## src/rtl/vga_fb_arbiter_pkg.sv

```systemverilog
// Shared widths and flush-FSM encoding for the framebuffer arbiter.
package vga_fb_arbiter_pkg;

    localparam int FB_ADDR_W = 20;
    localparam int FB_DATA_W = 12;

    typedef enum logic [1:0] {
        ST_RUN   = 2'd0,
        ST_FLUSH = 2'd1,
        ST_DONE  = 2'd2
    } fbState_t;

endpackage

```

## src/rtl/vga_wr_fifo.sv

```systemverilog
// Posted-write FIFO; push/pop take effect on the edge, head is combinational from storage.
// Caller guards push with !oFull and pop with !oEmpty; pointers carry a wrap bit.
module vga_wr_fifo #(
    parameter int WIDTH = 32,
    parameter int DEPTH = 4,
    localparam int AW = $clog2(DEPTH)
) (
    input  logic             iCLK,
    input  logic             iRST_N,
    input  logic             iPush,
    input  logic [WIDTH-1:0] iPush_Data,
    input  logic             iPop,
    output logic [WIDTH-1:0] oHead,
    output logic [AW:0]      oLevel,
    output logic             oFull,
    output logic             oEmpty
);

    logic [WIDTH-1:0] mem [DEPTH];
    logic [AW:0]      wrPtr;
    logic [AW:0]      rdPtr;

    always_ff @(posedge iCLK or negedge iRST_N) begin
        if (!iRST_N) begin
            wrPtr <= '0;
            rdPtr <= '0;
        end else begin
            if (iPush) wrPtr <= wrPtr + (AW+1)'(1);
            if (iPop)  rdPtr <= rdPtr + (AW+1)'(1);
        end
    end

    always_ff @(posedge iCLK) begin
        if (iPush) mem[wrPtr[AW-1:0]] <= iPush_Data;
    end

    assign oHead  = mem[rdPtr[AW-1:0]];
    assign oLevel = wrPtr - rdPtr;
    assign oFull  = (oLevel == (AW+1)'(DEPTH));
    assign oEmpty = (wrPtr == rdPtr);

endmodule

```

## src/rtl/vga_fb_arbiter.sv

```systemverilog
// Single-port framebuffer arbiter: scanout reads always win (data 2 edges after request),
// posted writes drain from a FIFO on idle cycles; oWr_Ready drops when full or flushing.
module vga_fb_arbiter
    import vga_fb_arbiter_pkg::*;
#(
    parameter int ADDR_W     = FB_ADDR_W,
    parameter int DATA_W     = FB_DATA_W,
    parameter int FIFO_DEPTH = 4,
    parameter int STARVE_LIM = 1024,
    localparam int LVL_W     = $clog2(FIFO_DEPTH) + 1
) (
    input  logic              iCLK,
    input  logic              iRST_N,
    input  logic              iDisp_Req,
    input  logic [ADDR_W-1:0] iDisp_Addr,
    output logic [DATA_W-1:0] oDisp_Data,
    output logic              oDisp_Valid,
    input  logic              iWr_Valid,
    input  logic [ADDR_W-1:0] iWr_Addr,
    input  logic [DATA_W-1:0] iWr_Data,
    output logic              oWr_Ready,
    output logic [LVL_W-1:0]  oWr_Level,
    input  logic              iFlush,
    output logic              oFlush_Done,
    output logic              oOverrun,
    output logic              oMem_CE,
    output logic              oMem_WE,
    output logic [ADDR_W-1:0] oMem_Addr,
    output logic [DATA_W-1:0] oMem_WData,
    input  logic [DATA_W-1:0] iMem_RData
);

    typedef struct packed {
        logic [ADDR_W-1:0] addr;
        logic [DATA_W-1:0] data;
    } wrEnt_t;

    localparam int CNT_W = $clog2(STARVE_LIM + 1);
    localparam logic [CNT_W-1:0] CNT_LIM = CNT_W'(STARVE_LIM);

    fbState_t         state;
    logic             rstDone;
    logic [LVL_W-1:0] level;
    logic             fifoFull;
    logic             fifoEmpty;
    wrEnt_t           head;
    wrEnt_t           pushEnt;
    logic             push;
    logic             pop;
    logic             starve;
    logic             rdPend;
    logic [CNT_W-1:0] starveCnt;

    // rstDone keeps oWr_Ready low during and for the first edge after reset.
    assign oWr_Ready = rstDone && !fifoFull && (state == ST_RUN);
    assign push      = iWr_Valid && oWr_Ready;
    assign pop       = !iDisp_Req && !fifoEmpty;
    assign pushEnt   = '{addr: iWr_Addr, data: iWr_Data};
    assign oWr_Level = level;
    assign starve    = fifoFull && iDisp_Req;

    vga_wr_fifo #(
        .WIDTH ($bits(wrEnt_t)),
        .DEPTH (FIFO_DEPTH)
    ) uFifo (
        .iCLK       (iCLK),
        .iRST_N     (iRST_N),
        .iPush      (push),
        .iPush_Data (pushEnt),
        .iPop       (pop),
        .oHead      (head),
        .oLevel     (level),
        .oFull      (fifoFull),
        .oEmpty     (fifoEmpty)
    );

    always_ff @(posedge iCLK or negedge iRST_N) begin
        if (!iRST_N) begin
            oMem_CE     <= 1'b0;
            oMem_WE     <= 1'b0;
            oMem_Addr   <= '0;
            oMem_WData  <= '0;
            rdPend      <= 1'b0;
            oDisp_Valid <= 1'b0;
            oDisp_Data  <= '0;
        end else begin
            if (iDisp_Req) begin
                oMem_CE   <= 1'b1;
                oMem_WE   <= 1'b0;
                oMem_Addr <= iDisp_Addr;
            end else if (pop) begin
                oMem_CE    <= 1'b1;
                oMem_WE    <= 1'b1;
                oMem_Addr  <= head.addr;
                oMem_WData <= head.data;
            end else begin
                oMem_CE <= 1'b0;
                oMem_WE <= 1'b0;
            end
            // Stage 1: RAM latches the read; stage 2: capture its data.
            rdPend      <= oMem_CE && !oMem_WE;
            oDisp_Valid <= rdPend;
            if (rdPend) oDisp_Data <= iMem_RData;
        end
    end

    always_ff @(posedge iCLK or negedge iRST_N) begin
        if (!iRST_N) begin
            state       <= ST_RUN;
            rstDone     <= 1'b0;
            oFlush_Done <= 1'b0;
            oOverrun    <= 1'b0;
            starveCnt   <= '0;
        end else begin
            rstDone     <= 1'b1;
            oFlush_Done <= 1'b0;
            case (state)
                ST_RUN:   if (iFlush) state <= ST_FLUSH;
                ST_FLUSH: if (level == '0) begin
                    state       <= ST_DONE;
                    oFlush_Done <= 1'b1;
                end
                ST_DONE:  state <= ST_RUN;
                default:  state <= ST_RUN;
            endcase

            if (starve) begin
                if (starveCnt != CNT_LIM) starveCnt <= starveCnt + CNT_W'(1);
            end else begin
                starveCnt <= '0;
            end

            if (state == ST_FLUSH && level == '0)
                oOverrun <= 1'b0;
            else if (starve && starveCnt >= CNT_LIM - CNT_W'(1))
                oOverrun <= 1'b1;
        end
    end

endmodule
```

## config.mk

```make
export PLATFORM = sky130hd
export DESIGN_NAME = vga_fb_arbiter
export DESIGN_NICKNAME = d
export VERILOG_FILES = /design/src/rtl/vga_fb_arbiter_pkg.sv /design/src/rtl/vga_wr_fifo.sv /design/src/rtl/vga_fb_arbiter.sv
export SDC_FILE = /design/constraint.sdc
export NUM_CORES = 1
export LEC_CHECK = 0
export ABC_AREA = 1
export BUFFER_PORTS_ARGS = -buffer_cell sky130_fd_sc_hd__buf_2
export CORE_UTILIZATION = 61
export CTS_CLUSTER_DIAMETER = 60
export DETAILED_ROUTE_END_ITERATION = 8
export GPL_TIMING_DRIVEN = 0
export PLACE_DENSITY = 0.84
export SLEW_MARGIN = 15
export SYNTH_ARGS = -nofsm -noshare
export SYNTH_HDL_FRONTEND = slang
export SYNTH_HIERARCHICAL = 1
export SYNTH_SLANG_ARGS = --single-unit
```

## constraint.sdc

```tcl
create_clock -name iCLK -period 5.31 [get_ports iCLK]
set_clock_uncertainty 0.2 [all_clocks]
set_input_delay 0.7965 -clock iCLK [delete_from_list [all_inputs] [get_ports iCLK]]
set_output_delay 0.7965 -clock iCLK [all_outputs]
set_load 0.05 [all_outputs]
```

==> summary.txt, run 1 <==
Global route
  • Layer carrying the most global-route usage: met2
  • Vias in the first global route: 5,896
  • GR Layer Usage met1: 33.2%
  • Met2 Track Usage GR: 47.2%
  • GRT Residual Overflow: 0
  • Pin count of the biggest net entering global routing: 44
  • Initial antenna violation count: 2
  • Total Routing Usage GR: between 20% and 30%
  • Met3 GRT Util: 7.49%
  • First-pass GRT wire length: 28,800 um

Yosys
  • Yosys reg bits: roughly 200
  • Mapped Avg Cell Area: between 10 and 15 sq um
  • Simple-gate portion of the synthesized area: between 10% and 20%
  • Post-synthesis compound-gate area fraction: 7.90%
  • Proportion of synthesized area in mux cells: roughly 1.7%
  • Unique masters post-synth: 31
  • Sequential area share after synthesis: between 60% and 70%
  • Syn Std Cell Area: 8110 sq um
  • Post-Synth Adder-Cell Area: roughly 1.6%
  • Post-synthesis xor/xnor area fraction: less than 1%
  • Yosys warnings: 6
  • Mapped Nets: about 800
  • Largest family of logic cells by synthesized area: simple AND/OR/NAND/NOR gates
  • Cells after Synth: 716

Timing
  • Hold Violations, Final: 0
  • Max Slew Vio Count: 0
  • Setup_tns: 0 ns
  • Final period utilization: 67.5%
  • Unrepaired setup endpoints after global routing: no
  • Worst Tran Pin Value: between 0.8 and 0.9 ns
  • F_max: ~280 MHz
  • Fin crit period: 3.58 ns
  • Slew Limit Headroom: 43.0%
  • Final setup violation count: 0

Min path
  • Min-Delay Path Class: in2async

Layout
  • Ant. Diodes: 0
  • Filler cells: 802
  • Area growth, synth to finish: 18.5%
  • Nets@finish: 939
  • Flip-flop and latch area: 5600 sq um
  • Final instance area: approximately 9600 sq um
  • Share of post-route cells with drive strength above 1: around a quarter
  • Multi-input logic area: a little under 2000 sq um

Clock tree
  • CTS tree: done
  • Post-cts sizing count: 0
  • TritonCTS Buffers: 17
  • Clock buffer depth: 2
  • Clock slew at reported path FFs: approximately 0.07 ns
  • Hold-fix buffers, CTS: 0
  • CTS sink cnt: a little under 200
  • Postcts setup bufs: 0
  • H-tree depth: 4
  • Skew-Pair Late Insertion Delay: 0.43 ns
  • Root Buffer: clkbuf_16

Place
  • Gpl congestion: between 0.7 and 0.8
  • Cell Area, Placed: 9030 sq um
  • Port bufs: between 100 and 150
  • DPL Wire Length: around 12,000 um

Die
  • Io pins: between 100 and 150
  • Die area: approximately 14,000 sq um
  • Die width: 117 um
  • Cell row count: between 40 and 50
  • Core area: 12,800 sq um
  • Die Ht: 117 um
  • Initial Util: a little under two thirds

Drt
  • DR iter-0 viols: between 400 and 500
  • Antenna viol nets, final: 0
  • DR vias/cell: about 5.4
  • # DRC: 0
  • Routed WL per cell: approximately 17 um
  • Final WL: ~18,000 um
  • First-pass detailed-route iteration total: 4
  • DR vias: ~5.7k

Critical path
  • Crit path max-delay cell type: nor3b_1
  • CP Max Fanout: 32
  • CP cell instances: buf_2 > inv_1 > fa_1 > or2_2 > a21oi_1 > nor3b_1 > nand2_1 > inv_2
  • Worst Path Buf+Inv: 3
  • CP peak stage delay: between 0.7 and 0.8 ns
  • Crit start category: flip-flop
  • Required time of the critical path: roughly 5.2 ns
  • Crit end category: flip-flop
  • Family with the most delay on the worst path: buffers and inverters
  • Data arrival, critical path: 3.45 ns
  • Kind of critical path: reg2reg

Flow run
  • MaxCap Viol Count: 0

Outcome
  • Status: finished clean

Power
  • Pleak: ~4.3 nW
  • PD cells: 590 nW/um^2
  • Worst vdd ir: between 0.4 and 0.5 mV
[worst register-to-register path: stages, from the launching register on]
cell	delay, ns
dfrtp_1	0.37
buf_2	0.25
inv_1	0.13
fa_1	0.55
or2_2	0.12
a21oi_1	0.06
nor3b_1	0.73
nand2_1	0.15
inv_2	0.65
[logic make-up (layout without fill, tap and decap cells)]
kind of cell	after synthesis	in the layout
compound gates	111	111
xor+xnor	6	6
fa+ha+maj	10	10
buf+inv	127	284
flops	198	198
mux	12	12
other cells	1	1
simple gates	251	251
[synth_stat cells]
| cell | instances | area, sq um |
|---|---|---|
| buf_4 | 2 | 15.0 |
| nand2_1 | 195 | 732 |
| nor3_1 | 2 | 10.0 |
| or3_1 | 1 | 6.26 |
| xnor2_1 | 1 | 8.76 |
| xor2_1 | 5 | 43.8 |
| o21ai_0 | 37 | 185 |
| ha_1 | 9 | 113 |
| nor2_1 | 14 | 52.6 |
| fa_1 | 1 | 20.0 |
| edfxtp_1 | 128 | 3840 |
| nor3_2 | 1 | 10.0 |
| nand4_1 | 1 | 6.26 |
| or2_2 | 1 | 6.26 |
| nor3_4 | 1 | 16.3 |
| buf_6 | 2 | 22.5 |
| buf_2 | 23 | 115 |
| or2_1 | 1 | 6.26 |
| nor3b_1 | 1 | 7.51 |
| conb_1 | 1 | 3.75 |
| o21bai_1 | 1 | 7.51 |
| o211ai_1 | 33 | 248 |
| nand3_1 | 31 | 155 |
| dfrtp_1 | 70 | 1750 |
| clkbuf_1 | 4 | 15.0 |
| inv_1 | 95 | 357 |
| mux2_2 | 12 | 135 |
| inv_2 | 1 | 3.75 |
| nand3b_1 | 1 | 7.51 |
| nor2_2 | 1 | 6.26 |
| a21oi_1 | 40 | 200 |
[placed cells by master (no fill, tap or decap), drive strengths merged, types with 2 or more instances in the layout]
cell type	synthesis	layout
bufinv	0	2
clkinvlp	0	2
xor2	5	5
nand3	31	31
dfrtp	70	70
mux2	12	12
edfxtp	128	128
o21ai	37	37
nand2	195	195
inv	96	100
nor3	4	4
clkbuf	4	22
o211ai	33	33
a21oi	40	40
buf	27	152
clkinv	0	6
nor2	15	15
ha	9	9
or2	2	2
[registers in the layout (all words and copies together) (netlist names), 2 cells and up]
| name | count |
|---|---|
| oMem_WData | 12 |
| uFifo/wrPtr | 3 |
| starveCnt | 11 |
| uFifo/rdPtr | 3 |
| state | 2 |
| oDisp_Data | 12 |
| uFifo/mem | 128 |
| oMem_Addr | 20 |
[metrics by stage]
step                utilization (%)  hold WS [ns]  power [mW]  setup WS [ns]  std cells
finish                         75.2        0.0911        5.67           1.73       1045
global route                   75.2         0.107        5.96           1.48       1045
CTS                            75.2        0.0875        5.70           1.69       1045
detailed placement             70.7         0.215        4.44           1.71       1013
global placement               69.9         0.202        4.34           1.27       1009
floorplan                         -         0.204        3.79           1.62        716
[routing by layer]
| metal | share of wire [%] | vias up |
|---|---|---|
| met2 | 51 | 242 |
| met5 | 0.12 | - |
| li1 | - | 2675 |
| met1 | 39 | 2743 |
| met4 | 1.9 | 4 |
| met3 | 7.5 | 29 |
[power by group]
part           leakage [nW]  internal [mW]  switching (mW)
combinational          1.98          0.623            1.72
clock                 0.282          0.699           0.550
sequential             2.01           1.93           0.144
total                  4.27           3.26            2.41
[cell type report]
type | count | share of cell area [%]
Sequential cell | 198 | 58.2
Multi-Input combinational cell | 391 | 20.7
Timing Repair Buffer | 125 | 7.32
Clock buffer | 18 | 4.47
Inverter | 96 | 3.75
Tap cell | 172 | 2.24
Buffer | 31 | 1.74
Clock inverter | 14 | 1.58
[path summary, 6_finish.rpt]
check	start	end	slack [ns]	cells after the start
worst max-delay path	uFifo/rdPtr[1]	uFifo/mem[2][13]	1.73	8
worst min-delay path	iRST_N	state[1]	0.09	1
worst max register to register	uFifo/rdPtr[1]	uFifo/mem[2][13]	1.73	8
worst min register to register	oMem_WE	rdPend	0.22	1
max in group asynchronous	iRST_N	oMem_Addr[4]	4.26	2
min in group iCLK	oMem_WE	rdPend	0.22	1
Note: power is estimated with default switching activity, not from simulation.
==> run 2, diff against run 1 <==
- ABC_AREA: 1 -> 0
- CORE_UTILIZATION: 61 -> 56
- PLACE_DENSITY: 0.84 -> 0.78
- clock period: 5.31 -> 3.5 ns (I/O delays scaled with it)
==> run 2 against run 1 <==
Against the previous run:
- register-to-register slack lost 1.5 ns
- sequential power grew 49%
- critical path depth is the same
- area after synthesis shrank 4.1%
- routed wire length shrank 20%
- power grew 46%
- critical endpoint is now oWr_Ready
- largest cell class unchanged
- largest power group unchanged
==> summary.txt, run 2 <==
Drt
  • Routed WL per cell: 18.9 um (was 17.2 um)
  • Antenna viol nets, final: 0 (unchanged)
  • Final WL: 14,400 um (was 18,000 um)
  • # DRC: 0 (unchanged)
  • First-pass detailed-route iteration total: 4 (unchanged)
  • DR iter-0 viols: 297 (was 408)
  • DR vias/cell: 5.62 (was 5.45)
  • DR vias: 4,278 (was 5,693)

Clock tree
  • TritonCTS Buffers: 17 (unchanged)
  • Skew-Pair Late Insertion Delay: 0.43 ns (about the same)
  • H-tree depth: 4 (unchanged)
  • Clock slew at reported path FFs: 0.06 ns (was 0.07 ns)
  • CTS sink cnt: 198 (unchanged)
  • Root Buffer: clkbuf_16 (unchanged)
  • CTS tree: done (unchanged)
  • Clock buffer depth: 2 (unchanged)
  • Postcts setup bufs: 0 (unchanged)

Layout
  • Share of post-route cells with drive strength above 1: 38.6% (was 23.3%)
  • Nets@finish: 651 (was 939)
  • Multi-input logic area: 2080 sq um (was 1990 sq um)
  • Ant. Diodes: 0 (unchanged)
  • Commonest cells after routing, fill and taps aside: 128 x edfxtp_1, 124 x buf_2, 70 x dfrtp_1, 29 x mux4_2, 28 x nand2_1 (was 195 x nand2_1, 143 x buf_2, 128 x edfxtp_1, 91 x inv_1, 70 x dfrtp_1)
  • Layout Utilization: 69.4% (was 75.2%)
  • Most common cell after layout, fill and taps aside: edfxtp_1 (was nand2_1)
  • Area growth, synth to finish: 19.4% (was 18.5%)
  • Filler cells: 877 (was 802)
  • Flip-flop and latch area: 5600 sq um (unchanged)
  • Max reg flops: 128 (unchanged)

Yosys
  • Ranking of synthesized cells by area: edfxtp_1 49%, dfrtp_1 23%, mux4_2 8.4%, mux2_2 3.6%, mux2i_1 3.0% (was edfxtp_1 47%, dfrtp_1 22%, nand2_1 9.0%, inv_1 4.4%, o211ai_1 3.1%)
  • Syn Std Cell Area: 7780 sq um (was 8110 sq um)
  • Yosys reg bits: 198 (unchanged)
  • Most frequent cell after synthesis: edfxtp_1 (was nand2_1)
  • FFs w/ async S/R, synth: 35.4% (unchanged)
  • Cells after Synth: 431 (was 716)
  • Mapped Nets: 510 (was 795)
  • EDFF count, synth: 128 (unchanged)
  • Top FF cell, synth: edfxtp_1 (unchanged)
  • Sequential area share after synthesis: 71.9% (was 69.0%)
  • Synth top area share: 49.4% (was 47.4%)
  • Top cells by count, synth: 128 x edfxtp_1, 70 x dfrtp_1, 29 x mux4_2 (was 195 x nand2_1, 128 x edfxtp_1, 95 x inv_1)
  • Largest area contributor in the netlist: edfxtp_1 (unchanged)
  • Yosys warnings: 6 (unchanged)
  • Unique masters post-synth: 41 (was 31)
  • Mapped Avg Cell Area: 18.1 sq um (was 11.3 sq um)

Timing
  • Slew Limit Headroom: 61.4% (was 43.0%)
  • Worst Slack Setup Final: 0.118 ns (was 1.73 ns)
  • Hold Violations, Final: 0 (unchanged)
  • Final period utilization: 96.6%
  • Worst Tran Pin Value: 0.579 ns (was 0.853 ns)
  • Unrepaired setup endpoints after global routing: no (unchanged)
  • F_max: approximately 300 MHz
  • Min Hold Slack: 0.109 ns (was 0.0911 ns)
  • Fin crit period: around 3.4 ns
  • Max Slew Vio Count: 0 (unchanged)
  • Final setup violation count: 0 (unchanged)

Critical path
  • Reg2Reg Depth: 9 (was 8)
  • Required time of the critical path: 2.77 ns (was 5.17 ns)
  • Kind of critical path: reg2out (was reg2reg)
  • Crit end category: primary output (was flip-flop)
  • Reg2Reg Setup Slack: 0.23 ns (was 1.73 ns)
  • Crit start category: flip-flop (unchanged)
  • CP Max Fanout: 10 (was 32)
  • Data arrival, critical path: 2.66 ns (was 3.45 ns)

Die
  • Die area: 14,400 sq um (was 13,800 sq um)
  • Initial Util: 58.1% (was 63.5%)
  • Core area: 13,400 sq um (was 12,800 sq um)
  • Io pins: 122 (unchanged)
  • Die Ht: 120 um (was 117 um)
  • Cell row count: 42 (was 41)
  • Die width: 120 um (was 117 um)

Global route
  • GRT Residual Overflow: 0 (unchanged)
  • First-pass GRT wire length: 22,800 um (was 28,800 um)
  • Pin count of the biggest net entering global routing: 59 (was 44)
  • Vias in the first global route: 4,336 (was 5,896)
  • Total Routing Usage GR: 21.9% (was 27.7%)
  • Initial antenna violation count: 2 (unchanged)

Min path
  • Worst hold path depth: 3
  • Min-Delay Path Class: in2reg (was in2async)

Outcome
  • Status: finished clean (unchanged)

Power
  • Pleak: 3.57 nW (was 4.27 nW)
  • PD cells: 893 nW/um^2 (was 590 nW/um^2)
  • Worst vdd ir: 0.502 mV (was 0.440 mV)

Place
  • DPL Wire Length: 9320 um (was 11,700 um)
  • Gpl congestion: 0.851 (was 0.798)
  • Placement Setup Slack: 0.245 ns (was 1.71 ns)
  • Port bufs: 120 (was 121)

Flow run
  • MaxCap Viol Count: 0 (unchanged)
-- run 2: logic make-up after synthesis --
group / Yosys count / synth area share [%]
AND/OR/NAND/NOR: 71 / 4.84
adder cells (fa/ha/maj): 10 / 1.70
flip-flops: 198 / 71.9
XOR/XNOR: 8 / 0.901
multiplexers: 80 / 16.0
AO/OA/AOI/OAI: 36 / 2.48
other: 1 / 0.0482
buffers and inverters: 27 / 2.14
-- run 2: layout make-up --
class | instances | area share, %
inverter | 9 | 0.390
tap | 176 | 2.37
clock inverter | 10 | 1.37
timing repair buffer | 122 | 6.92
multi-input combinational | 206 | 22.3
buffer | 18 | 1.51
sequential | 198 | 60.2
clock buffer | 22 | 4.89
-- run 2: critical path, stage by stage, from the launching register on --
cell and delay (ns):
dfrtp_1 0.36, clkbuf_2 0.19, buf_6 0.19, inv_4 0.06
fa_2 0.57, nand3b_1 0.17, mux2i_4 0.10, nor4b_4 0.31
clkbuf_4 0.29
-- run 2: path summary, 6_finish.rpt --
| kind | start | end |
|---|---|---|
| setup / recovery | uFifo/rdPtr[1] | oWr_Ready |
| hold / removal | iDisp_Addr[12] | oMem_Addr[12] |
| setup reg to reg | uFifo/rdPtr[1] | uFifo/mem[3][0] |
| hold reg to reg | oMem_WE | rdPend |
| max in group asynchronous | iRST_N | oMem_WData[7] |
| min in group asynchronous | iRST_N | starveCnt[6] |
-- run 2: routing by layer --
layer  share of wire [%]  vias up  track usage [%]
met5                0.14        -                0
met4                 1.7        4             8.36
met3                 5.5       22             5.51
met2                  52      142             37.2
met1                  41     2171             27.2
li1                    -     1939                -
-- run 2: timing repair --
action                                  4_1_cts  5_1_grt
endpoints found under the setup margin        0        1
endpoints found under the hold margin        12        0
gates resized for setup                       0        1
hold buffers                                  1        0
-- run 2: metrics by stage --
stage	power [mW]	instances	setup TNS, ns	area, sq um
after floorplan	5.68	431	-6.78	7850
after global placement	6.34	727	0	8670
after detailed placement	6.44	728	0	8700
after CTS	8.37	761	0	9290
after global routing	8.64	761	0	9290
final	8.30	761	0	9290
-- run 2: power breakdown --
part           switching, mW  total [mW]  internal (mW)
logic                   2.10        3.30           1.19
clock network          0.777        1.91           1.14
registers              0.208        3.09           2.88
==> run 3, diff against run 2 <==
- CORE_UTILIZATION: 56 -> 61
- PLACE_DENSITY: 0.78 -> 0.84
- clock period: 3.5 -> 4.1 ns (I/O delays scaled with it)
==> run 3 against run 2 <==
Against the previous run:
- clock power down 16%
- worst hold slack better by 0.092 ns
- flip-flop and latch count is the same
- non-clock buffer count unchanged
- final area fell by 0.66%
- sequential share of layout area up 0.40 points
- routed wire length grew 2.8%
- critical endpoint unchanged
==> summary.txt, run 3 (synthesis gave the netlist of run 2 again) <==
Clock tree
  • Clock buffer depth: 2 (unchanged)
  • Root Buffer: clkbuf_16 (unchanged)
  • TritonCTS Buffers: 17 (unchanged)
  • H-tree depth: 4 (unchanged)
  • Clock slew at reported path FFs: 0.07 ns (was 0.06 ns)
  • Postcts setup bufs: 0 (unchanged)
  • CTS sink cnt: 198 (unchanged)
  • Skew-Pair Late Insertion Delay: 0.42 ns (was 0.43 ns)
  • CTS tree: done (unchanged)

Drt
  • Routed WL per cell: 19.7 um (was 18.9 um)
  • DR iter-0 viols: 267 (was 297)
  • DR vias/cell: 5.71 (was 5.62)
  • First-pass detailed-route iteration total: 5 (was 4)
  • Final WL: 14,800 um (was 14,400 um)
  • Antenna viol nets, final: 0 (unchanged)
  • # DRC: 0 (unchanged)
  • DR vias: 4,292 (was 4,278)

Global route
  • GRT Residual Overflow: 0 (unchanged)
  • Total Routing Usage GR: 24.8% (was 21.9%)
  • Pin count of the biggest net entering global routing: 57 (was 59)
  • First-pass GRT wire length: 23,500 um (was 22,800 um)
  • Initial antenna violation count: 0 (was 2)
  • Vias in the first global route: 4,612 (was 4,336)

Timing
  • Max Slew Vio Count: 0 (unchanged)
  • Setup_tns: 0 ns (unchanged)
  • Slew Limit Headroom: 63.1% (was 61.4%)
  • Fin crit period: around 3.9 ns
  • Worst Tran Pin Value: 0.554 ns (was 0.579 ns)
  • Unrepaired setup endpoints after global routing: no (unchanged)
  • Final setup violation count: 0 (unchanged)
  • Hold Violations, Final: 0 (unchanged)
  • F_max: 255 MHz
  • Worst Slack Setup Final: 0.183 ns (was 0.118 ns)
  • Final period utilization: roughly 96%

Layout
  • Nets@finish: 651 (unchanged)
  • Most common cell after layout, fill and taps aside: edfxtp_1 (unchanged)
  • Final instance area: 9230 sq um (was 9290 sq um)
  • Commonest cells after routing, fill and taps aside: 128 x edfxtp_1, 125 x buf_2, 70 x dfrtp_1, 29 x mux4_2, 28 x nand2_1 (was 128 x edfxtp_1, 124 x buf_2, 70 x dfrtp_1, 29 x mux4_2, 28 x nand2_1)
  • Max reg flops: 128 (unchanged)
  • Share of post-route cells with drive strength above 1: 37.5% (was 38.6%)
  • Ant. Diodes: 0 (unchanged)
  • Area growth, synth to finish: 18.7% (was 19.4%)

Die
  • Io pins: 122 (unchanged)
  • Cell row count: 40 (was 42)
  • Die width: 115 um (was 120 um)
  • Core area: 12,200 sq um (was 13,400 sq um)
  • Initial Util: 63.7% (was 58.1%)
  • Die Ht: 115 um (was 120 um)
  • Die area: 13,200 sq um (was 14,400 sq um)

Power
  • Pleak: 3.56 nW (was 3.57 nW)
  • Overall power: 7.01 mW (was 8.30 mW)
  • Worst vdd ir: 0.399 mV (was 0.502 mV)
  • PD cells: 760 nW/um^2 (was 893 nW/um^2)

Place
  • Port bufs: 120 (unchanged)
  • Cell Area, Placed: 8640 sq um (was 8700 sq um)
  • DPL Wire Length: 9400 um (was 9320 um)
  • Gpl congestion: 0.936 (was 0.851)
  • Placement Setup Slack: 0.0499 ns (was 0.245 ns)

Flow run
  • MaxCap Viol Count: 0 (unchanged)

Outcome
  • Status: finished clean (unchanged)

Min path
  • Min-Delay Path Class: in2reg (unchanged)

Critical path
  • Crit start category: flip-flop (unchanged)
  • Kind of critical path: reg2out (unchanged)
  • Data arrival, critical path: 3.10 ns (was 2.66 ns)
  • Required time of the critical path: 3.28 ns (was 2.77 ns)
  • Crit end category: primary output (unchanged)
  • CP Max Fanout: 10 (unchanged)
-- run 3: per-stage QoR --
step / util, % / hold slack, ns / instances
after floorplan: - / 0.119 / 431
after global placement: 70.5 / 0.210 / 719
after detailed placement: 70.8 / 0.216 / 720
after CTS: 75.6 / 0.189 / 752
after global routing: 75.6 / 0.190 / 752
final: 75.6 / 0.201 / 752
-- run 3: worst paths after layout --
| path | from | to | slack, ns | cells after the start |
|---|---|---|---|---|
| max | uFifo/rdPtr[1] | oWr_Ready | 0.18 | 8 |
| min reg2reg | oMem_WE | rdPend | 0.22 | 1 |
| min in group asynchronous | iRST_N | oMem_Addr[8] | 0.41 | 2 |
| max reg2reg | uFifo/rdPtr[1] | uFifo/mem[3][13] | 0.42 | 9 |
| min | iWr_Data[2] | uFifo/mem[3][2] | 0.20 | 1 |
| max in group asynchronous | iRST_N | oMem_WData[0] | 2.74 | 3 |
-- run 3: layout make-up --
cell class / instances / area (sq um)
buffer: 18 / 135
clock buffer: 19 / 433
clock inverter: 12 / 136
fill: 736 / 2980
inverter: 9 / 33.8
multi-input combinational: 206 / 2050
sequential: 198 / 5600
tap: 168 / 210
timing repair buffer: 122 / 641
-- run 3: power breakdown --
| part | internal (mW) | total, mW | leakage (nW) | switching [mW] |
|---|---|---|---|---|
| sequential | 2.46 | 2.64 | 2.01 | 0.175 |
| combinational | 0.976 | 2.76 | 1.28 | 1.79 |
| clock | 0.945 | 1.61 | 0.277 | 0.670 |
-- run 3: per-layer routing --
layer,vias to the layer above,share of wire [%],track usage (%)
met1,2168,39,29.9
met4,0,1.9,9.52
li1,1930,-,-
met3,23,6.2,7.22
met5,-,0,0
met2,171,53,42.5
-- run 3: timing repair --
| item | 4_1_cts | 5_1_grt |
|---|---|---|
| hold endpoints to repair | 14 | 0 |
| resized for setup | 1 | 4 |
| pin swaps | 0 | 0 |
| hold buffers | 1 | 0 |
| setup endpoints to repair | 1 | 97 |
-- run 3: worst max-delay path, cell delays in order (launching register included) --
cell      delay, ns
dfrtp_1        0.36
clkbuf_1       0.23
clkbuf_4       0.31
inv_1          0.12
fa_1           0.56
or3b_2         0.48
mux2i_2        0.30
nor4b_4        0.10
buf_2          0.23
